**src/rtl/fetch_unit.sv**
```systemverilog
// MIPS instruction fetch stage: owns the PC, registers IF/ID, applies branch/jump
// redirects with one delay slot, and stops on a halt address or a misaligned target.
module fetch_unit #(
  parameter logic [31:0] RESET_VECTOR = 32'hBFC00000,
  parameter logic [31:0] HALT_ADDR    = 32'h00000000
) (
  input  logic        clk,
  input  logic        rst_n,
  input  logic        stall,
  input  logic        redirect,
  input  logic [31:0] redirect_target,
  output logic [31:0] instr_address,
  input  logic [31:0] instr_rdata,
  output logic [31:0] if_instr,
  output logic [31:0] if_pc,
  output logic        if_valid,
  output logic        active,
  output logic        fault
);

  typedef enum logic [1:0] {
    S_FETCH,
    S_HALTED,
    S_FAULT
  } state_t;

  state_t      r_state, w_state_nxt;
  logic [31:0] r_pc, w_pc_nxt;
  logic [31:0] r_if_instr, w_if_instr_nxt;
  logic [31:0] r_if_pc, w_if_pc_nxt;
  logic        r_if_valid, w_if_valid_nxt;
  logic        r_pend_valid, w_pend_valid_nxt;
  logic [31:0] r_pend_target, w_pend_target_nxt;
  logic        w_apply;
  logic [31:0] w_target;

  always_ff @(posedge clk or negedge rst_n) begin
    if (!rst_n) begin
      r_state <= S_FETCH;
    end else begin
      r_state <= w_state_nxt;
    end
  end

  always_ff @(posedge clk or negedge rst_n) begin
    if (!rst_n) begin
      r_pc          <= RESET_VECTOR;
      r_if_instr    <= '0;
      r_if_pc       <= '0;
      r_if_valid    <= 1'b0;
      r_pend_valid  <= 1'b0;
      r_pend_target <= '0;
    end else begin
      r_pc          <= w_pc_nxt;
      r_if_instr    <= w_if_instr_nxt;
      r_if_pc       <= w_if_pc_nxt;
      r_if_valid    <= w_if_valid_nxt;
      r_pend_valid  <= w_pend_valid_nxt;
      r_pend_target <= w_pend_target_nxt;
    end
  end

  // A redirect latched during a stall takes priority over a fresh one.
  assign w_apply  = r_pend_valid | redirect;
  assign w_target = r_pend_valid ? r_pend_target : redirect_target;

  always_comb begin
    w_state_nxt       = r_state;
    w_pc_nxt          = r_pc;
    w_if_instr_nxt    = r_if_instr;
    w_if_pc_nxt       = r_if_pc;
    w_if_valid_nxt    = r_if_valid;
    w_pend_valid_nxt  = r_pend_valid;
    w_pend_target_nxt = r_pend_target;
    case (r_state)
      S_FETCH: begin
        if (stall) begin
          if (redirect) begin
            w_pend_valid_nxt  = 1'b1;
            w_pend_target_nxt = redirect_target;
          end
        end else if (r_pc == HALT_ADDR) begin
          w_state_nxt      = S_HALTED;
          w_if_valid_nxt   = 1'b0;
          w_pend_valid_nxt = 1'b0;
        end else begin
          // The word captured here is the delay slot when a redirect applies.
          w_if_instr_nxt   = instr_rdata;
          w_if_pc_nxt      = r_pc;
          w_if_valid_nxt   = 1'b1;
          w_pend_valid_nxt = 1'b0;
          if (w_apply) begin
            if (w_target[1:0] != 2'b00) begin
              w_state_nxt = S_FAULT;
            end else begin
              w_pc_nxt = w_target;
            end
          end else begin
            w_pc_nxt = r_pc + 32'd4;
          end
        end
      end
      default: begin
        w_if_valid_nxt   = 1'b0;
        w_pend_valid_nxt = 1'b0;
      end
    endcase
  end

  assign instr_address = r_pc;
  assign if_instr      = r_if_instr;
  assign if_pc         = r_if_pc;
  assign if_valid      = r_if_valid;
  assign active        = (r_state == S_FETCH);
  assign fault         = (r_state == S_FAULT);

endmodule

```
**config.mk**
```make
export PLATFORM = sky130hd
export DESIGN_NAME = fetch_unit
export DESIGN_NICKNAME = d
export VERILOG_FILES = /design/src/rtl/fetch_unit.sv
export SDC_FILE = /design/constraint.sdc
export NUM_CORES = 1
export LEC_CHECK = 0
export ABC_AREA = 0
export CAP_MARGIN = 15
export CORE_ASPECT_RATIO = 1.1
export CORE_MARGIN = 3
export CORE_UTILIZATION = 49
export DETAILED_ROUTE_END_ITERATION = 10
export PLACE_DENSITY = 0.81
export SYNTH_ARGS = -nofsm -noshare
export SYNTH_HDL_FRONTEND = slang
export SYNTH_SLANG_ARGS = --single-unit
```
**constraint.sdc**
```tcl
create_clock -name clk -period 2.45 [get_ports clk]
set_clock_uncertainty 0.15 [all_clocks]
set_input_delay 0.49 -clock clk [delete_from_list [all_inputs] [get_ports clk]]
set_output_delay 0.49 -clock clk [all_outputs]
set_load 0.005 [all_outputs]
```
==> results of run 1 <==
## area by class of cell
| class | instances | area [um^2] | area share [%] |
|---|---|---|---|
| Sequential cell | 132 | 3310 | 37.3 |
| Clock buffer | 20 | 457 | 5.14 |
| Inverter | 10 | 37.5 | 0.422 |
| Clock inverter | 10 | 133 | 1.49 |
| Multi-Input combinational cell | 350 | 2620 | 29.4 |
| Antenna cell | 1 | 2.50 | 0.0281 |
| Tap cell | 154 | 193 | 2.17 |
| Timing Repair Buffer | 216 | 2140 | 24.1 |
## registers in the layout, summed over array words and instances (netlist names)
name / count
if_instr: 32
if_pc: 32
if_valid: 1
instr_address: 32
r_pend_target: 32
r_pend_valid: 1
r_state: 2
## per-stage QoR
stage | hold WS (ps) | instances | setup slack, ps
final | 346 | 893 | 100
after global routing | 364 | 893 | 16.3
after CTS | 350 | 892 | 85.2
after detailed placement | 300 | 861 | 105
after global placement | 299 | 861 | 157
after floorplan | 44.4 | 532 | 266
## cells by family after synthesis
kind of cell / after synthesis / synth area share (%)
compound gates: 138 / 14.2
flops: 132 / 53.9
simple gates: 112 / 9.81
mux: 93 / 17.0
buf+inv: 50 / 3.95
xor+xnor: 5 / 0.712
fa+ha+maj: 2 / 0.407
## Yosys cell counts, types with 3 or more instances
master    instances  area share (%)
clkbuf_1         16            0.98
o21ai_0          46             3.7
nor4_1            9            0.92
dfrtp_1         123              50
a31oi_1          11             1.1
and3_1            9            0.92
mux2_2           90              16
xnor2_1           3            0.43
a221oi_1          3            0.43
nor2_1           26             1.6
o31a_1            3            0.43
and4_1            3            0.43
nor3_1            8            0.65
a21oi_1          29             2.4
nand4_1          11             1.1
o31ai_1           3            0.37
dfstp_2           9             3.8
buf_4             6            0.73
inv_1            10            0.61
a22o_1           12             1.7
nand2_1          22             1.3
a22oi_1          10             1.2
nand3_1          11            0.90
o21a_1            3            0.37
buf_2            14             1.1
## path summary, 6_finish.rpt
check,end,slack [ps],cells after the start
worst max-delay path,if_pc[12]$_DFFE_PN0P_,100,7
worst min register to register,if_pc[22]$_DFFE_PN0P_,350,1
max in group asynchronous,instr_address[28]$_DFFE_PN1P_,1080,3
worst min-delay path,if_pc[22]$_DFFE_PN0P_,350,1
worst max register to register,if_pc[12]$_DFFE_PN0P_,100,7
min in group asynchronous,if_pc[18]$_DFFE_PN0P_,420,2
## power breakdown
| group | total [W] | internal, W | switching, W |
|---|---|---|---|
| sequential | 0.00388 | 0.00323 | 0.000645 |
| clock | 0.00256 | 0.00163 | 0.000925 |
| combinational | 0.00413 | 0.00251 | 0.00161 |
| total | 0.0106 | 0.00738 | 0.00318 |
## what timing repair did
item / in CTS / in global routing
setup endpoints to repair: 0 / 43
resized for setup: 0 / 2
hold buffers: 1 / 0
endpoints found under the hold margin: 38 / 0
## routing by layer
layer  vias up  part of all wire (%)  track usage [%]
met2       256                    52             43.6
met1      2642                    38             31.4
met4         0                   3.4             11.8
met3        46                   6.5             6.02
li1       2358                     -                -
met5         -                     0                0
## cell usage in the layout (no fill, tap or decap), drive strengths merged, types with 4 or more instances in the layout
master and count:
buf 50, clkdlybuf4s50 165, dfstp 9, clkbuf 20, nand3 11, dfrtp 123, and3 9, nand4 13
nor4 11, mux2 91, nand2 22, inv 10, nor3 8, a21oi 29, nor2 26, a22oi 10
a22o 12, clkinv 4, a31oi 11, o21ai 49
==> impl_metrics.tcl, run 1 <==
set metrics [dict create \
    cpLargestDelayFamily "simple AND/OR/NAND/NOR gates" \
    clock_sinks 132 \
    post-cts-setup-buffer-count 0 \
    min_from "if_pc[22]$_DFFE_PN0P_" \
    slowest_delay_ps 380 \
    path_buf_inv 2 \
    grt_max_degree 47 \
    nFillCells 813 \
    drt_iter0_drc 337 \
    dieArea_mm2 0.0139 \
    vias 5302 \
    grt_pass1_wl_mm 28.2 \
    layout.nets 797 \
    final_cell_area_mm2 0.00889 \
    async_flop_share_pct 100 \
    powerDensity_mw_per_mm2 1190 \
    slew_viol_final 0 \
    slew_headroom_pct 68.1 \
    drive_above_1_share_pct 25.5 \
    endpoint_kind "register" \
    ys_dominant_reg_cell "dfrtp_1" \
    final_hold_viol_count 0 \
    ir_drop_v 0.000572 \
    layout-area-overhead-vs-synth_pct 44.6 \
    die_h_um 123 \
    drcViolationCount 0 \
    grt_pass1_vias 5502 \
    htree_levels 4 \
    yosysWarnings 0 \
    crit_fanout 14 \
    synth_area_mm2 0.00615 \
    syn_inst 532 \
    cap_violations 0 \
    ioPinCount 167 \
    start_kind "register" \
    cp-startpoint "instr_address[3]$_DFFE_PN0P_" \
    crit_arrival_ps 2490 \
    cp_slowest_cell "dfrtp_1" \
    timing.fmax_mhz 426 \
    setup_violations 0 \
    rows 42 \
    worstPathRequired_ps 2590 \
    ys_types 54 \
    gp_congestion 0.891 \
    coreArea_mm2 0.0121 \
    place_area_mm2 0.00828 \
    fin_crit_ps 2350 \
    tns_ps 0 \
    cts_tree "built" \
    fin_util_pct 73.3 \
    path_clk_slew_ps 50 \
    rsz0062_at_grt "false" \
    port_buffers 166 \
    clk-insertion-delay-late_ps 420 \
    leakage_nw 3.73 \
    hpwl_mm 12.3 \
    synth.net_count 602 \
    initial_core_util_pct 50.7 \
    crit_chain "inv_1, ha_1, nor4b_1, nand4_1, o21ai_4, buf_4, mux2_2" \
    power_w 0.0106 \
    routedWlPerCell_um 19.9 \
    worst_pin_slew_ps 476 \
    path_class "register to register" \
    antenna_found_initial 1 \
    vias_per_cell 5.94 \
    syn_avg_cell_area_um2 11.6 \
    drtPass1Iterations 5 \
    grtUsageTotal_pct 25.8 \
    wl_mm 17.8 \
    ys_ff_latch 132 \
    ant_nets 0 \
    yosysSeqAreaShare_pct 53.9 \
    cts_buffers 17 \
    die_x_um 113 \
    hold_class "register to register" \
    fin_crit_sh_pct 95.9 \
    status "finished, final reports clean" \
    synth_edf_count 0 \
    root_buffer "clkbuf_16" \
    gr-total-overflow 0 \
    timing.rr.start "instr_address[3]$_DFFE_PN0P_" \
    clk_path_buf_depth 2 \
]
(Power assumes the default switching activity.)
==> run 2, diff against run 1 <==
- ABC_AREA: 0 -> 1
- CELL_PAD_IN_SITES_DETAIL_PLACEMENT: not set -> 0
- CELL_PAD_IN_SITES_GLOBAL_PLACEMENT: not set -> 1
- CORE_UTILIZATION: 49 -> 36
- PLACE_DENSITY: 0.81 -> not set
- PLACE_DENSITY_LB_ADDON: not set -> 0.1
==> impl_metrics.tcl, run 2 <==
set metrics [dict create \
    hold_class "register to register" \
    vias_per_cell 4.76 \
    synth_commonest_cells "340 x nand2_1, 123 x dfrtp_1, 64 x nor2_1" \
    sequentialPowerShare_pct 42.7 \
    status "finished, final reports clean" \
    coreArea_mm2 0.0173 \
    final_hold_viol_count 0 \
    synth.area.top_cells "dfrtp_1 48%, nand2_1 20%, mux2_2 4.7%" \
    cap_violations 0 \
    start_kind "register" \
    port_buffers 166 \
    cp_slowest_cell "clkdlybuf4s50_1" \
    antenna_found_initial 0 \
    cts_buffers 17 \
    timing.rr.start "instr_address[2]$_DFFE_PN0P_" \
    grtUsageTotal_pct 19.8 \
    syn_avg_cell_area_um2 7.96 \
    htree_levels 4 \
    die_x_um 134 \
    whs_ps 318 \
    drtPass1Iterations 5 \
    yosys.cell_count.top_type "nand2_1" \
    crit_chain "nor2_1, clkdlybuf4s50_1" \
    internal_power_w 0.00408 \
    drive_above_1_share_pct 9.47 \
    synth_edf_count 0 \
    root_buffer "clkbuf_16" \
    initial_core_util_pct 37.3 \
    swShare_pct 21.6 \
    rows 50 \
    dieArea_mm2 0.0196 \
    tns_ps 0 \
    layout.nets 1050 \
    ant_nets 0 \
    worst_pin_slew_ps 435 \
    clk-insertion-delay-late_ps 420 \
    diodes 0 \
    clk_path_buf_depth 2 \
    worst_slack_ps 197 \
    ys_dominant_reg_cell "dfrtp_1" \
    place_inst 1194 \
    layout-area-overhead-vs-synth_pct 40.6 \
    ys_types 30 \
    path_class "register to primary output" \
    ir_drop_v 0.000433 \
    timing.fmax_mhz 444 \
    gr-total-overflow 0 \
    yosysSeqAreaShare_pct 51.3 \
    path_clk_slew_ps 60 \
    syn_inst 811 \
    cp-startpoint "r_state[0]$_DFFE_PN0P_" \
    slew_headroom_pct 71.0 \
    gp_congestion 0.804 \
    cts_tree "built" \
    setup_violations 0 \
    ys_ff_latch 132 \
    hpwl_mm 13.9 \
    dp_slack_ps 225 \
    layout_commonest_cell "nand2_1" \
    vias 5840 \
    rsz0062_at_grt "false" \
    yosysWarnings 0 \
    drt_iter0_drc 299 \
    synth_area_mm2 0.00646 \
    r2r_slack_ps 310 \
    yosys.area.top_type "dfrtp_1" \
    async_flop_share_pct 100 \
    slowest_delay_ps 570 \
    grt_max_degree 72 \
    p_sw_w 0.00113 \
    pwr-share-clk_pct 51.2 \
    routedWlPerCell_um 15.5 \
    drcViolationCount 0 \
    r2r_cells 10 \
    crit_arrival_ps 1610 \
    die_h_um 146 \
    slew_viol_final 0 \
    ioPinCount 167 \
    leakage_nw 4.31 \
    final_cell_mix "340 x nand2_1, 165 x clkdlybuf4s50_1, 123 x dfrtp_1" \
    powerDensity_mw_per_mm2 573 \
    crit_fanout 3 \
    fin_crit_sh_pct 92.0 \
    p_comb_share_pct 6.1 \
    endpoint_kind "primary output" \
    synth.net_count 881 \
    post_layout_nonfiller_instances 1227 \
    clock_sinks 132 \
    grt_pass1_vias 5771 \
    r2r_end "if_pc[23]$_DFFE_PN0P_" \
    yosys.area.top_type_share_pct 47.7 \
    cp-endpoint "fault" \
    wl_mm 19.0 \
    grt_pass1_wl_mm 30.9 \
    min_from "if_instr[3]$_DFFE_PN0P_" \
    post_cts_resized 0 \
    worstPathRequired_ps 1810 \
    fin_crit_ps 2250 \
]
run 2: power by group through the flow:
stage | clock network [W] | registers, W | logic [W]
5_1_grt | 0.00281 | 0.00223 | 0.000352
3_3_place_gp | 0 | 0.00226 | 0.000320
2_1_floorplan | 0 | 0.00227 | 0.0000628
6_report | 0.00266 | 0.00222 | 0.000316
3_5_place_dp | 0 | 0.00226 | 0.000320
4_1_cts | 0.00271 | 0.00222 | 0.000322
run 2: worst max-delay path, delay by kind of cell (launching register included):
family / cells / cell delay (ps)
buffers and inverters: 1 / 570
DFF: 1 / 420
and+or+nand+nor: 1 / 200
run 2: repair_timing:
action	4_1_cts	5_1_grt
endpoints found under the hold margin	42	0
buffers inserted	0	0
hold buffers	1	0
run 2: metrics by stage:
stage	util [%]	instance area, um^2	total power (W)
after floorplan	-	6460	0.00233
after global placement	48.8	8450	0.00258
after detailed placement	48.8	8450	0.00258
after CTS	52.4	9080	0.00526
after global routing	52.4	9080	0.00539
final	52.4	9080	0.00520
run 2: logic make-up (layout without fill, tap and decap cells):
kind of cell             Yosys count  after routing  synth area share [%]
AO/OA/AOI/OAI                     91             91                  8.23
XOR/XNOR                           1              1                 0.136
adder cells (fa/ha/maj)            2              2                 0.387
buffers and inverters             88            270                  6.08
flip-flops                       132            132                  51.3
multiplexers                      27             27                  4.71
AND/OR/NAND/NOR                  470            470                  29.1
run 2: worst min path at each step:
stage                               end  slack [ps]  depth (start not counted)
3_5_place_dp   if_instr[24]$_DFFE_PN0P_         300                          1
3_3_place_gp   if_instr[24]$_DFFE_PN0P_         300                          1
5_1_grt        if_instr[13]$_DFFE_PN0P_         350                          2
2_1_floorplan   if_instr[0]$_DFFE_PN0P_          40                          0
6_report        if_instr[3]$_DFFE_PN0P_         320                          2
4_1_cts        if_instr[13]$_DFFE_PN0P_         320                          2
run 2: layout make-up:
cell class / instances / area [um^2]
timing repair buffer: 181 / 1890
clock inverter: 11 / 150
clock buffer: 21 / 470
tap: 234 / 293
multi-input combinational: 591 / 2750
sequential: 132 / 3310
fill: 1718 / 8250
inverter: 57 / 214
run 2: per-layer routing:
metal	vias up	track usage (%)	part of all wire [%]
li1	2935	-	-
met1	2722	27.6	48
met2	167	31.2	45
met3	16	4.14	5.7
met4	0	5.56	1.1
met5	-	0	0
==> run 3, diff against run 2 <==
- ABC_AREA: 1 -> not set
- CORE_UTILIZATION: 36 -> 38
- PLACE_DENSITY_LB_ADDON: 0.1 -> 0.08
==> impl_metrics.tcl, run 3 (synthesis gave the netlist of run 1 again) <==
set metrics [dict create \
    clk_path_buf_depth 2 \
    setup_violations 0 \
    nFillCells 1399 \
    worst_pin_slew_ps 565 \
    drtPass1Iterations 5 \
    seqCellArea_mm2 0.00331 \
    crit_chain "inv_1, ha_1, nor4b_1, nand4_1, buf_4, o21ai_4, buf_12, mux2_2" \
    ir_drop_v 0.000540 \
    timing.rr.start "instr_address[3]$_DFFE_PN0P_" \
    pwr-share-clk_pct 23.6 \
    post_layout_nonfiller_instances 949 \
    timing.fmax_mhz 420 \
    multi_input_comb_area_mm2 0.00262 \
    slew_viol_final 0 \
    ioPinCount 167 \
    clock_sinks 132 \
    layout_commonest_cell "clkdlybuf4s50_1" \
    crit_fanout 27 \
    fin_crit_sh_pct 97.1 \
    start_kind "register" \
    hold_class "register to register" \
    diodes 0 \
    fin_util_pct 57.0 \
    die_x_um 127 \
    r2r_slack_ps 70 \
    status "finished, final reports clean" \
    r2r_end "if_instr[17]$_DFFE_PN0P_" \
    gp_congestion 0.844 \
    hold_end "if_pc[22]$_DFFE_PN0P_" \
    routedWlPerCell_um 18.5 \
    layout-area-overhead-vs-synth_pct 46.4 \
    cpLargestDelayFamily "buffers and inverters" \
    fin_crit_ps 2380 \
    final_cell_mix "165 x clkdlybuf4s50_1, 123 x dfrtp_1, 90 x mux2_2" \
    clk-insertion-delay-late_ps 420 \
    vias_per_cell 5.34 \
    die_h_um 139 \
    cp_slowest_cell "dfrtp_1" \
    slew_headroom_pct 62.4 \
    ant_nets 0 \
    hpwl_mm 12.7 \
    grt_pass1_vias 5363 \
    vias 5072 \
    cts_buffers 17 \
    tns_ps 0 \
    leakage_nw 3.77 \
    powerDensity_mw_per_mm2 1160 \
    hold_depth 1 \
    sequentialPowerShare_pct 36.6 \
    swShare_pct 29.9 \
    dieArea_mm2 0.0177 \
    internal_power_w 0.00733 \
    wl_mm 17.6 \
    drcViolationCount 0 \
    htree_levels 4 \
    grt_pass1_wl_mm 28.9 \
    gr-total-overflow 0 \
    antenna_found_initial 0 \
    path_clk_slew_ps 60 \
    drive_above_1_share_pct 26.3 \
    path_class "register to register" \
    min_from "if_pc[22]$_DFFE_PN0P_" \
    initial_core_util_pct 38.9 \
    port_buffers 166 \
    endpoint_kind "register" \
    p_sw_w 0.00312 \
    coreArea_mm2 0.0158 \
    root_buffer "clkbuf_16" \
    path_buf_inv 3 \
    power_w 0.0104 \
    crit_arrival_ps 2530 \
    worstPathRequired_ps 2600 \
    slowest_delay_ps 370 \
    whs_ps 340 \
    grtUsageTotal_pct 20.6 \
    rows 48 \
    p_comb_share_pct 39.8 \
    cts_tree "built" \
    r2r_cells 8 \
    place_inst 916 \
    drt_iter0_drc 258 \
    grt_max_degree 52 \
    layout.nets 807 \
    cap_violations 0 \
    final_hold_viol_count 0 \
]
==> run 3: what timing repair did <==
| action | in CTS | in global routing |
|---|---|---|
| hold buffers | 1 | 0 |
| setup endpoints to repair | 7 | 61 |
| endpoints found under the hold margin | 46 | 0 |
| pin swaps | 0 | 2 |
| setup buffers | 0 | 1 |
| gates resized for setup | 1 | 1 |
==> run 3: area by class of cell <==
type / count / area share (%)
clock buffers: 22 / 5.16
clock inverters: 9 / 1.17
inverters: 10 / 0.417
multi-input cells: 350 / 29.1
flip-flops and latches: 132 / 36.8
well taps: 200 / 2.78
repair buffers: 226 / 24.6
==> run 3: metal layers <==
metal  up-vias  GRT usage [%]  part of all wire [%]
li1       2372              -                     -
met1      2527           26.0                    42
met2       148           35.2                    51
met3        25           4.11                   4.7
met4         0           6.72                   2.0
met5         -              0                     0
==> run 3: metrics by stage <==
| step | cell area (um^2) | worst slack, ps |
|---|---|---|
| after floorplan | 6150 | 266 |
| after global placement | 8400 | 34.8 |
| after detailed placement | 8400 | 7.96 |
| after CTS | 8990 | 34.2 |
| after global routing | 9000 | -78.7 |
| final | 9000 | 70.3 |
==> run 3: power by group through the flow <==
stage | Sequential (W) | Clock (W) | Combinational (W)
final | 0.00383 | 0.00247 | 0.00415
after global placement | 0.00381 | 0 | 0.00413
after CTS | 0.00383 | 0.00251 | 0.00421
after floorplan | 0.00392 | 0 | 0.00157
after detailed placement | 0.00385 | 0 | 0.00419
after global routing | 0.00397 | 0.00261 | 0.00452
==> run 3: worst reg2reg max path: cells and delay by family (launching register included) <==
| family | cells | cell delay [ps] |
|---|---|---|
| fa+ha+maj | 1 | 140 |
| flops | 1 | 370 |
| simple gates | 2 | 470 |
| compound gates | 1 | 250 |
| mux | 1 | 370 |
| buf+inv | 3 | 510 |
==> run 3: worst max path at each step <==
| stage | from | cells past startpoint | end |
|---|---|---|---|
| after CTS | instr_address[18]$_DFFE_PN0P_ | 6 | if_instr[25]$_DFFE_PN0P_ |
| after floorplan | instr_address[2]$_DFFE_PN0P_ | 8 | if_pc[22]$_DFFE_PN0P_ |
| after detailed placement | instr_address[15]$_DFFE_PN0P_ | 6 | if_instr[25]$_DFFE_PN0P_ |
| final | instr_address[3]$_DFFE_PN0P_ | 8 | if_instr[17]$_DFFE_PN0P_ |
| after global placement | instr_address[15]$_DFFE_PN0P_ | 6 | if_instr[14]$_DFFE_PN0P_ |
| after global routing | instr_address[3]$_DFFE_PN0P_ | 8 | if_instr[25]$_DFFE_PN0P_ |
